`src/rtl/traffic_pkg.sv`:
```
// Shared definitions for the intersection light controller and its monitor:
// lamp codes, tracked phase encodings and default phase lengths.
package traffic_pkg;

    // Car lamp codes driven by the controller
    localparam logic [3:0] CAR_RED    = 4'b1000;
    localparam logic [3:0] CAR_YELLOW = 4'b0100;
    localparam logic [3:0] CAR_LEFT   = 4'b0010;
    localparam logic [3:0] CAR_GREEN  = 4'b0001;
    localparam logic [3:0] CAR_NONE   = 4'b0000;

    // Walker lamp codes driven by the controller
    localparam logic [1:0] WALK_RED   = 2'b10;
    localparam logic [1:0] WALK_GREEN = 2'b01;
    localparam logic [1:0] WALK_NONE  = 2'b00;

    // Default phase lengths in cycles
    localparam int GREEN_MIN_DEF  = 20;
    localparam int GREEN_MAX_DEF  = 21;
    localparam int YELLOW_LEN_DEF = 2;
    localparam int LEFT_LEN_DEF   = 10;
    localparam int RED_LEN_DEF    = 34;

    localparam logic [6:0] CNT_SAT = 7'd127;

    // Tracked phase, as reported on o_phase
    typedef enum logic [2:0] {
        PH_IDLE  = 3'd0,
        PH_GREEN = 3'd1,
        PH_YEL1  = 3'd2,
        PH_LEFT  = 3'd3,
        PH_YEL2  = 3'd4,
        PH_RED   = 3'd5
    } phase_t;

    // Raw phase decoded from the car lamp code alone
    typedef enum logic [2:0] {
        RAW_NONE   = 3'd0,
        RAW_GREEN  = 3'd1,
        RAW_YELLOW = 3'd2,
        RAW_LEFT   = 3'd3,
        RAW_RED    = 3'd4
    } raw_t;

    // The only phase that may follow each phase in a healthy controller
    function automatic phase_t legal_next(input phase_t p);
        case (p)
            PH_IDLE:  return PH_GREEN;
            PH_GREEN: return PH_YEL1;
            PH_YEL1:  return PH_LEFT;
            PH_LEFT:  return PH_YEL2;
            PH_YEL2:  return PH_RED;
            PH_RED:   return PH_GREEN;
            default:  return PH_GREEN;
        endcase
    endfunction

endpackage

```
`src/rtl/traffic_code_decode.sv`:
```
// Combinational lamp-code decoder: maps the car code to a raw phase and flags
// any car or walker code the controller should never drive.
module traffic_code_decode
    import traffic_pkg::*;
(
    input  logic [3:0] car_code,
    input  logic [1:0] walker_code,
    output logic [2:0] raw_phase,
    output logic       illegal
);

    // Decode car code to raw phase; anything unlisted or walker 2'b11 is illegal
    always_comb begin
        raw_phase = RAW_NONE;
        illegal   = 1'b0;
        case (car_code)
            CAR_NONE:   raw_phase = RAW_NONE;
            CAR_GREEN:  raw_phase = RAW_GREEN;
            CAR_YELLOW: raw_phase = RAW_YELLOW;
            CAR_LEFT:   raw_phase = RAW_LEFT;
            CAR_RED:    raw_phase = RAW_RED;
            default:    illegal   = 1'b1;
        endcase
        if (walker_code == 2'b11) begin
            illegal = 1'b1;
        end
    end

endmodule

```
`src/rtl/traffic_monitor.sv`:
```
// Passive checker beside the light controller: tracks the phase sequence,
// measures phase lengths, counts full cycles and keeps sticky error flags.
module traffic_monitor
    import traffic_pkg::*;
#(
    parameter int GREEN_MIN  = GREEN_MIN_DEF,
    parameter int GREEN_MAX  = GREEN_MAX_DEF,
    parameter int YELLOW_LEN = YELLOW_LEN_DEF,
    parameter int LEFT_LEN   = LEFT_LEN_DEF,
    parameter int RED_LEN    = RED_LEN_DEF
) (
    input  logic        clk,
    input  logic        reset_n,
    input  logic [3:0]  i_car_traffic,
    input  logic [1:0]  i_walker_traffic,
    input  logic        i_err_clr,
    output logic [2:0]  o_phase,
    output logic [6:0]  o_phase_cnt,
    output logic [15:0] o_cycles,
    output logic        o_err_code,
    output logic        o_err_seq,
    output logic        o_err_len,
    output logic        o_err_conflict
);

    phase_t      state, state_nxt, target;
    logic [6:0]  cnt, cnt_nxt;
    logic [15:0] cycles, cycles_nxt;
    logic        err_code, err_seq, err_len, err_conf;
    logic        err_code_nxt, err_seq_nxt, err_len_nxt, err_conf_nxt;
    logic        set_code, set_seq, set_len, set_conf;
    logic [2:0]  raw_bits;
    raw_t        raw;
    logic        illegal;

    traffic_code_decode u_decode (
        .car_code    (i_car_traffic),
        .walker_code (i_walker_traffic),
        .raw_phase   (raw_bits),
        .illegal     (illegal)
    );

    assign raw = raw_t'(raw_bits);

    // A saturated count is never a legal length, whatever the parameters say
    function automatic logic len_ok(input phase_t p, input logic [6:0] n);
        int lo;
        int hi;
        lo = 0;
        hi = 0;
        case (p)
            PH_GREEN: begin lo = GREEN_MIN;  hi = GREEN_MAX;  end
            PH_YEL1,
            PH_YEL2:  begin lo = YELLOW_LEN; hi = YELLOW_LEN; end
            PH_LEFT:  begin lo = LEFT_LEN;   hi = LEFT_LEN;   end
            PH_RED:   begin lo = RED_LEN;    hi = RED_LEN;    end
            default:  begin lo = 0;          hi = 0;          end
        endcase
        return (n != CNT_SAT) && (int'(n) >= lo) && (int'(n) <= hi);
    endfunction

    // Next-state, count, cycle and flag logic for one sample
    always_comb begin
        state_nxt  = state;
        cnt_nxt    = cnt;
        cycles_nxt = cycles;
        target     = state;
        set_code   = 1'b0;
        set_seq    = 1'b0;
        set_len    = 1'b0;
        set_conf   = 1'b0;
        if (illegal) begin
            // Bad code: hold everything and skip the conflict check
            set_code = 1'b1;
        end else begin
            case (raw)
                RAW_NONE:   target = PH_IDLE;
                RAW_GREEN:  target = PH_GREEN;
                RAW_LEFT:   target = PH_LEFT;
                RAW_RED:    target = PH_RED;
                RAW_YELLOW: target = (state == PH_LEFT || state == PH_YEL2) ? PH_YEL2 : PH_YEL1;
                default:    target = PH_IDLE;
            endcase
            if (target == state) begin
                cnt_nxt = (cnt == CNT_SAT) ? cnt : cnt + 7'd1;
            end else begin
                state_nxt = target;
                cnt_nxt   = 7'd1;
                // Dropping to IDLE means the controller stopped: never an error
                if (target != PH_IDLE) begin
                    if (target != legal_next(state)) begin
                        set_seq = 1'b1;
                    end
                    if (state != PH_IDLE && !len_ok(state, cnt)) begin
                        set_len = 1'b1;
                    end
                    if (state == PH_RED && target == PH_GREEN) begin
                        cycles_nxt = cycles + 16'd1;
                    end
                end
            end
            case (raw)
                RAW_GREEN, RAW_YELLOW, RAW_LEFT: set_conf = (i_walker_traffic != WALK_RED);
                RAW_NONE:                        set_conf = (i_walker_traffic != WALK_NONE);
                default:                         set_conf = 1'b0;
            endcase
        end
        // A new error in the clearing cycle survives the clear
        err_code_nxt = (err_code & ~i_err_clr) | set_code;
        err_seq_nxt  = (err_seq  & ~i_err_clr) | set_seq;
        err_len_nxt  = (err_len  & ~i_err_clr) | set_len;
        err_conf_nxt = (err_conf & ~i_err_clr) | set_conf;
    end

    // State, counters and sticky flags; reset discards any partial phase
    always_ff @(posedge clk or negedge reset_n) begin
        if (!reset_n) begin
            state    <= PH_IDLE;
            cnt      <= 7'd0;
            cycles   <= 16'd0;
            err_code <= 1'b0;
            err_seq  <= 1'b0;
            err_len  <= 1'b0;
            err_conf <= 1'b0;
        end else begin
            state    <= state_nxt;
            cnt      <= cnt_nxt;
            cycles   <= cycles_nxt;
            err_code <= err_code_nxt;
            err_seq  <= err_seq_nxt;
            err_len  <= err_len_nxt;
            err_conf <= err_conf_nxt;
        end
    end

    assign o_phase        = state;
    assign o_phase_cnt    = cnt;
    assign o_cycles       = cycles;
    assign o_err_code     = err_code;
    assign o_err_seq      = err_seq;
    assign o_err_len      = err_len;
    assign o_err_conflict = err_conf;

endmodule

```
`config.mk`:
```
export PLATFORM = sky130hd
export DESIGN_NAME = traffic_monitor
export DESIGN_NICKNAME = d
export VERILOG_FILES = /design/src/rtl/traffic_pkg.sv /design/src/rtl/traffic_code_decode.sv /design/src/rtl/traffic_monitor.sv
export SDC_FILE = /design/constraint.sdc
export NUM_CORES = 1
export LEC_CHECK = 0
export CAP_MARGIN = 20
export CORE_MARGIN = 2
export CORE_UTILIZATION = 30
export DETAILED_ROUTE_END_ITERATION = 7
export SLEW_MARGIN = 10
export SYNTH_ARGS = -nofsm -noshare
export SYNTH_HDL_FRONTEND = slang
export SYNTH_SLANG_ARGS = --single-unit
```
`constraint.sdc`:
```
create_clock -name clk -period 2 [get_ports clk]
set_input_delay 0.6 -clock clk [delete_from_list [all_inputs] [get_ports clk]]
set_output_delay 0.6 -clock clk [all_outputs]
set_load 0.005 [all_outputs]
```
Yosys cells after proc, flatten, opt, wreduce, memory -nomap -nowiden
Cells that the tools add are included.
Word-level totals
  register bits after elaboration: 30
  output and inout port bits: 30
  logic and storage cells: 91
Operators by class
  add/sub/neg operators: 2
  order comparisons: 2
  eq/ne operators: 21
  mux-type cells: 31
  bitwise gates (word level): 11
  reductions and logical operators: 17
Operator list (number)
  two-way mux 32 bit: 6
  one-hot mux 6 bit (4 select lines): 2
  one-hot mux 3 bit (4 select lines): 3
  greater-or-equal comparator 8 x 32 -> 1 bit: 1
  <= comparator 8 x 32 -> 1 bit: 1
  adder 16 x 1 -> 16 bit, second input constant: 1
  two-way mux 3 bit: 5
  two-way mux 7 bit: 2
  == test 3 x 2 -> 1 bit, second input constant: 4
  two-way mux 1 bit: 12
  == test 3 x 1 -> 1 bit, second input constant: 3
  == test 3 bit, second input constant: 3
  adder 7 x 1 -> 7 bit, second input constant: 1
  == test 7 bit, second input constant: 1
  != test 7 bit, second input constant: 1
  nonzero test 3 bit: 2
  OR reduction 5 bit: 1
  bitwise AND 1 bit: 4
  == test 4 x 1 -> 1 bit, second input constant: 1
  == test 4 x 2 -> 1 bit, second input constant: 1
  == test 4 x 3 -> 1 bit, second input constant: 1
  == test 4 bit, second input constant: 1
  logical AND 1 bit: 4
  zero test 4 bit: 1
  other kinds (15): 22

Depth between registers and ports, before layout
  depth after elaboration: 19
  gate-level depth with buffers: 11

Cells and area by module
A second synthesis with hierarchy kept.
Second synthesis, totals
  cell total of the unflattened synthesis: 193
  area total of the unflattened synthesis: 1910.6 um^2
Modules (own cells, without submodules)
  traffic_monitor: instances 1, cells an instance 184, area each 1840.5 um^2, seq. area each 750.7 um^2
  traffic_code_decode: instances 1, cells an instance 9, area each 70.1 um^2, seq. area each 0.0 um^2

Worst setup path before layout
No wires, ideal clock.
  kind: reg2reg
  start: register state[0], in the netlist o_phase[0]
  end: register err_len, in the netlist o_err_len
  setup time: 121 ps
  data arrival time: 2043 ps
  data required time: 1879 ps
  setup slack: -164 ps
  cell stages (with the launch flop): 12
  buffers on the path: 2
  cells stage by stage: dfrtp_1 -> buf_2 -> buf_2 -> nand2_1 -> or2_2 -> ha_1 -> a211oi_1 -> nand2_1 -> nor3_1 -> a21oi_1 -> o32a_1 -> a22o_1
On the way
  cells in the longest elaborated chain, start to end: 16
  elaborated cells on any way between the ends: 32
  classes of those cells: 2 x order compare; 6 x eq/ne; 15 x mux; 1 x bitwise; 8 x reduce/logical
Ends and longest elaborated chain
  start: declaration: RTL line traffic_monitor.sv:26  | phase_t state, state_nxt, target;
  start signal: assignment: RTL line traffic_monitor.sv:126  | state <= state_nxt;
  == test 3 bit or == test 3 x 2 -> 1 bit (tied branches): RTL line traffic_monitor.sv:51, traffic_monitor.sv:81
  OR reduction 2 bit: RTL line traffic_monitor.sv:51  | case (p)
  one-hot mux 6 bit (4 select lines): RTL line traffic_monitor.sv:51
  two-way mux 32 bit: RTL line traffic_monitor.sv:90  | if (target != PH_IDLE) begin
  two-way mux 32 bit: RTL line traffic_monitor.sv:84  | if (target == state) begin
  two-way mux 32 bit: RTL line traffic_monitor.sv:72  | if (illegal) begin
  greater-or-equal comparator 8 x 32 -> 1 bit: RTL line traffic_monitor.sv:59  | return (n != CNT_SAT) && (int'(n) >= lo) && (int'(n) <= hi);
  logical AND 1 bit (2 in a row): RTL line traffic_monitor.sv:59
  zero test 1 bit: RTL line traffic_monitor.sv:94  | if (state != PH_IDLE && !len_ok(state, cnt)) begin
  logical AND 1 bit: RTL line traffic_monitor.sv:94
  two-way mux 1 bit: RTL line traffic_monitor.sv:94
  two-way mux 1 bit: RTL line traffic_monitor.sv:90
  two-way mux 1 bit (*): RTL line traffic_monitor.sv:84
  two-way mux 1 bit (*): RTL line traffic_monitor.sv:72
  bitwise OR 1 bit (*): RTL line traffic_monitor.sv:111  | err_len_nxt = (err_len & ~i_err_clr) | set_len;
  via err_len_nxt: RTL line traffic_monitor.sv:30  | logic err_code_nxt, err_seq_nxt, err_len_nxt, err_conf_nxt;
  end signal: assignment: RTL line traffic_monitor.sv:131  | err_len <= err_len_nxt;
  end: declaration: RTL line traffic_monitor.sv:29  | logic err_code, err_seq, err_len, err_conf;
The timed path passes the listed nets; every way through them passes the cells marked *. The select of a mux whose other input is x is not followed.
A chain may end at the register's enable or synchronous reset.

Worst setup path after layout
  start: register state[1], in the netlist o_phase[1]
  end: register cnt[1], in the netlist o_phase_cnt[1]
On the way
  cells in the longest elaborated chain, start to end: 8
  elaborated cells on any way between the ends: 10
  classes of those cells: 4 x eq/ne; 4 x mux; 2 x reduce/logical
Ends and longest elaborated chain
  == test 3 x 2 -> 1 bit or == test 3 bit (tied branches): RTL line traffic_monitor.sv:81  | RAW_YELLOW: target = (state == PH_LEFT || state == PH_YEL2) ? PH_YEL2 : PH_YEL1;
  logical OR 1 bit: RTL line traffic_monitor.sv:81
  two-way mux 3 bit: RTL line traffic_monitor.sv:81
  one-hot mux 3 bit (4 select lines): RTL line traffic_monitor.sv:76  | case (raw)
  two-way mux 3 bit: RTL line traffic_monitor.sv:72
  == test 3 bit (*): RTL line traffic_monitor.sv:84
  != test 2 bit (no line)
  AND reduction 2 bit (no line)
  end signal: assignment: RTL line traffic_monitor.sv:127  | cnt <= cnt_nxt;
  end: declaration: RTL line traffic_monitor.sv:27  | logic [6:0] cnt, cnt_nxt;
Mark *: on every way between the ends. The rest lies on a longest branch, timed or not. The select of a mux whose other input is x is not followed.

==> results.yml <==
floorplan:
  design.portCount: 39
  die_h_um: 87.6
  start_util_pct: 30.8
  rows: 30
  coreArea_sq_mm: 0.00679
  fp.dieW_um: 87.6
  die_area_sq_mm: 0.00767
grt:
  grt_overflow_total: 0
  grt_max_degree: 31
  grt_pass1_wl_mm: 9.23
  grt.total_usage_pct: 15.1
  grt_pass1_vias: 1981
  antenna_found_initial: 0
  gr-usage-met1_pct: 20.3
  top_usage_layer: "met2"
  globalRouteMet3Util_pct: 3.96
  met2_usage_pct: 24.7
sta:
  slew-limit-headroom_pct: 73.0
  worstMarginPinSlew_ps: 405
  setup_viol: 0
  max_freq_mhz: 503
  drv_slew: 0
  finalClockSkew_ps: 8.52
  finalCritPeriodShare_pct: 99.5
  finalHoldViolCount: 0
  setup_slack_ps: 10.7
  rsz0062_at_grt: "yes"
  finalCriticalPeriod_ps: 1990
placement:
  routabilityCongestion: 0.898
  hpwl_mm: 4.23
  dpl_cell_area_sq_mm: 0.00291
  post-place-ws_ps: -629
  port-buffer-count: 38
worst_setup_path:
  crit_slowest_cell: "dfrtp_2"
  rrSetupSlack_ps: 10
  crit_arrival_ps: 2160
  end_kind: "flip-flop"
  path_common_cell: "buf_4"
  cp_max_fo: 8
  crit_required_ps: 2170
  path_cells: "buf_4, buf_4, nor2_1, a211o_1, o22ai_2, a31oi_4, buf_12, and3_1, a22o_1"
  crit_family: "compound AO/OA/AOI/OAI gates"
  worst_setup_path_start_kind: "flip-flop"
  path_buf_inv: 3
  cpPeakStageDelay_ps: 430
  crit_type: "flip-flop to flip-flop"
yosys:
  synthTopCellsByArea: "dfrtp_1 (36%), ha_1 (5.4%), xor2_1 (4.6%)"
  ys_seq_elements: 30
  synth_warnings: 0
  synth_area_leader_cell: "dfrtp_1"
  synth_cell_types: 55
  synth-edff-count: 0
  syn_inst: 236
  avgSynthCellArea_sq_um: 8.88
  synth_nets: 254
  netlist_area_sq_mm: 0.00210
  async_flop_share_pct: 100
  ys_seq_area_share_pct: 35.8
  synth-main-ff-cell: "dfrtp_1"
  netlist.area_leader.share_pct: 35.8
clock_network:
  numCtsBuffers: 5
  root_buffer: "clkbuf_8"
  cts_tree: "built"
  clkTransAtPathRegs_ps: 70
  clock_path_buffers: 2
  clk-insertion-delay-late_ps: 270
  clock-sinks: 30
  cts_max_level: 2
routing:
  drt-total-wl_mm: 5.75
  via_per_inst: 4.96
  drt_iter0_drc: 60
  wl_per_cell_um: 13.5
  detail-route-antenna-nets: 0
  vias: 2107
  first_pass_iters: 4
  drcViolationCount: 0
cells_and_area:
  nets: 346
  seqCellArea_sq_um: 753
  layout-drive-gt1-share_pct: 34.3
  multi_input_area_sq_mm: 0.00135
  antennaDiodeCount: 0
  syn2layout_area_growth_pct: 55.4
  fillers: 659
  final_common_cell: "buf_4"
  final_cell_mix: "buf_4 (51), clkdlybuf4s50_1 (31), dfrtp_1 (28), nand2_1 (19), nor2_1 (19)"
  design_area_sq_mm: 0.00326
pwr:
  vdd_drop_max_mv: 0.310
  power_density_mw_per_mm2: 622
  leakage_nw: 1.47
hold_path:
  min_path_type: "flip-flop to flip-flop"
run:
  cap_violations: 0
outcome:
  status: "complete, no violations"
==> report_power, final <==
part,switching (mW),total (mW),internal [mW]
Clock,0.221,0.498,0.277
Combinational,0.363,0.807,0.443
Sequential,0.0734,0.722,0.648
Total,0.658,2.03,1.37
==> registers in the layout, indices dropped and copies added, names as in the netlist <==
name,count
o_cycles,16
o_phase_cnt,7
o_phase,3
o_err_code,1
o_err_conflict,1
o_err_len,1
o_err_seq,1
==> layout make-up <==
class                           count  share of cell area (%)
Timing Repair Buffer              100                    27.6
Clock inverter                      1                   0.154
Sequential cell                    30                    23.1
Inverter                           12                    1.38
Multi-Input combinational cell    179                    41.4
Tap cell                           96                    3.69
Clock buffer                        7                    2.65
==> worst reg2reg max path, cell delays in order (launching register included) <==
cell,delay [ps]
dfrtp_2,430
buf_4,140
buf_4,140
nor2_1,70
a211o_1,310
o22ai_2,210
a31oi_4,60
buf_12,160
and3_1,160
a22o_1,220
==> final timing paths <==
path                                                from                    endpoint  cells after the start
worst max-delay path              o_phase[1]$_DFFE_PN0P_  o_phase_cnt[1]$_DFFE_PN0P_                      9
worst min-delay path            o_cycles[15]$_DFFE_PN0P_    o_cycles[15]$_DFFE_PN0P_                      1
worst max register to register    o_phase[1]$_DFFE_PN0P_  o_phase_cnt[1]$_DFFE_PN0P_                      9
worst min register to register  o_cycles[15]$_DFFE_PN0P_    o_cycles[15]$_DFFE_PN0P_                      1
max in group asynchronous                        reset_n      o_phase[0]$_DFFE_PN0P_                      2
min in group asynchronous                        reset_n  o_phase_cnt[4]$_DFFE_PN0P_                      2
==> logic make-up (layout without fill, tap and decap cells) <==
family	after synthesis	after routing	synth area share, %
flops	30	30	35.8
compound gates	54	54	19.2
simple gates	91	91	23.0
xor+xnor	20	20	8.36
mux	4	4	2.03
buf+inv	27	120	5.73
fa+ha+maj	10	10	5.85
==> metal layers <==
| metal | vias to the layer above | share of wire [%] | wire length (um) |
|---|---|---|---|
| li1 | 1036 | - | - |
| met1 | 1020 | 45 | 2600 |
| met2 | 43 | 49 | 2820 |
| met3 | 8 | 4.3 | 247 |
| met4 | 0 | 1.4 | 78 |
| met5 | - | 0 | 0 |
==> synth_stat cells (3+ instances only) <==
master    n
dfrtp_1  30
nand2_1  22
nor2_1   21
a21oi_1  14
buf_2    12
inv_1    11
nand3_1  11
o21ai_0  11
xor2_1   11
ha_1      9
xnor2_1   9
nand4_1   6
nor3_1    6
a22o_1    4
and3_1    4
a31oi_1   3
and4_1    3
o32a_1    3
==> what timing repair did <==
action	in CTS	in global routing
gates cloned	1	0
endpoints found under the hold margin	0	0
setup buffers	4	5
setup endpoints to repair	29	24
pin swaps	13	15
gates resized for setup	27	33
hold buffers	0	0
==> per-stage QoR <==
stage	total power, mW	cells	setup TNS, ps	hold slack (ps)	utilization [%]
6_report	2.03	425	0	475	47.9
4_1_cts	1.95	420	-7.00	477	45.7
5_1_grt	2.17	425	-420	488	47.9
3_3_place_gp	1.38	407	-14130	457	42.9
3_5_place_dp	1.39	407	-14260	468	42.9
2_1_floorplan	1.07	236	-20.9	304	-
Power figures use the tool's default switching activity.
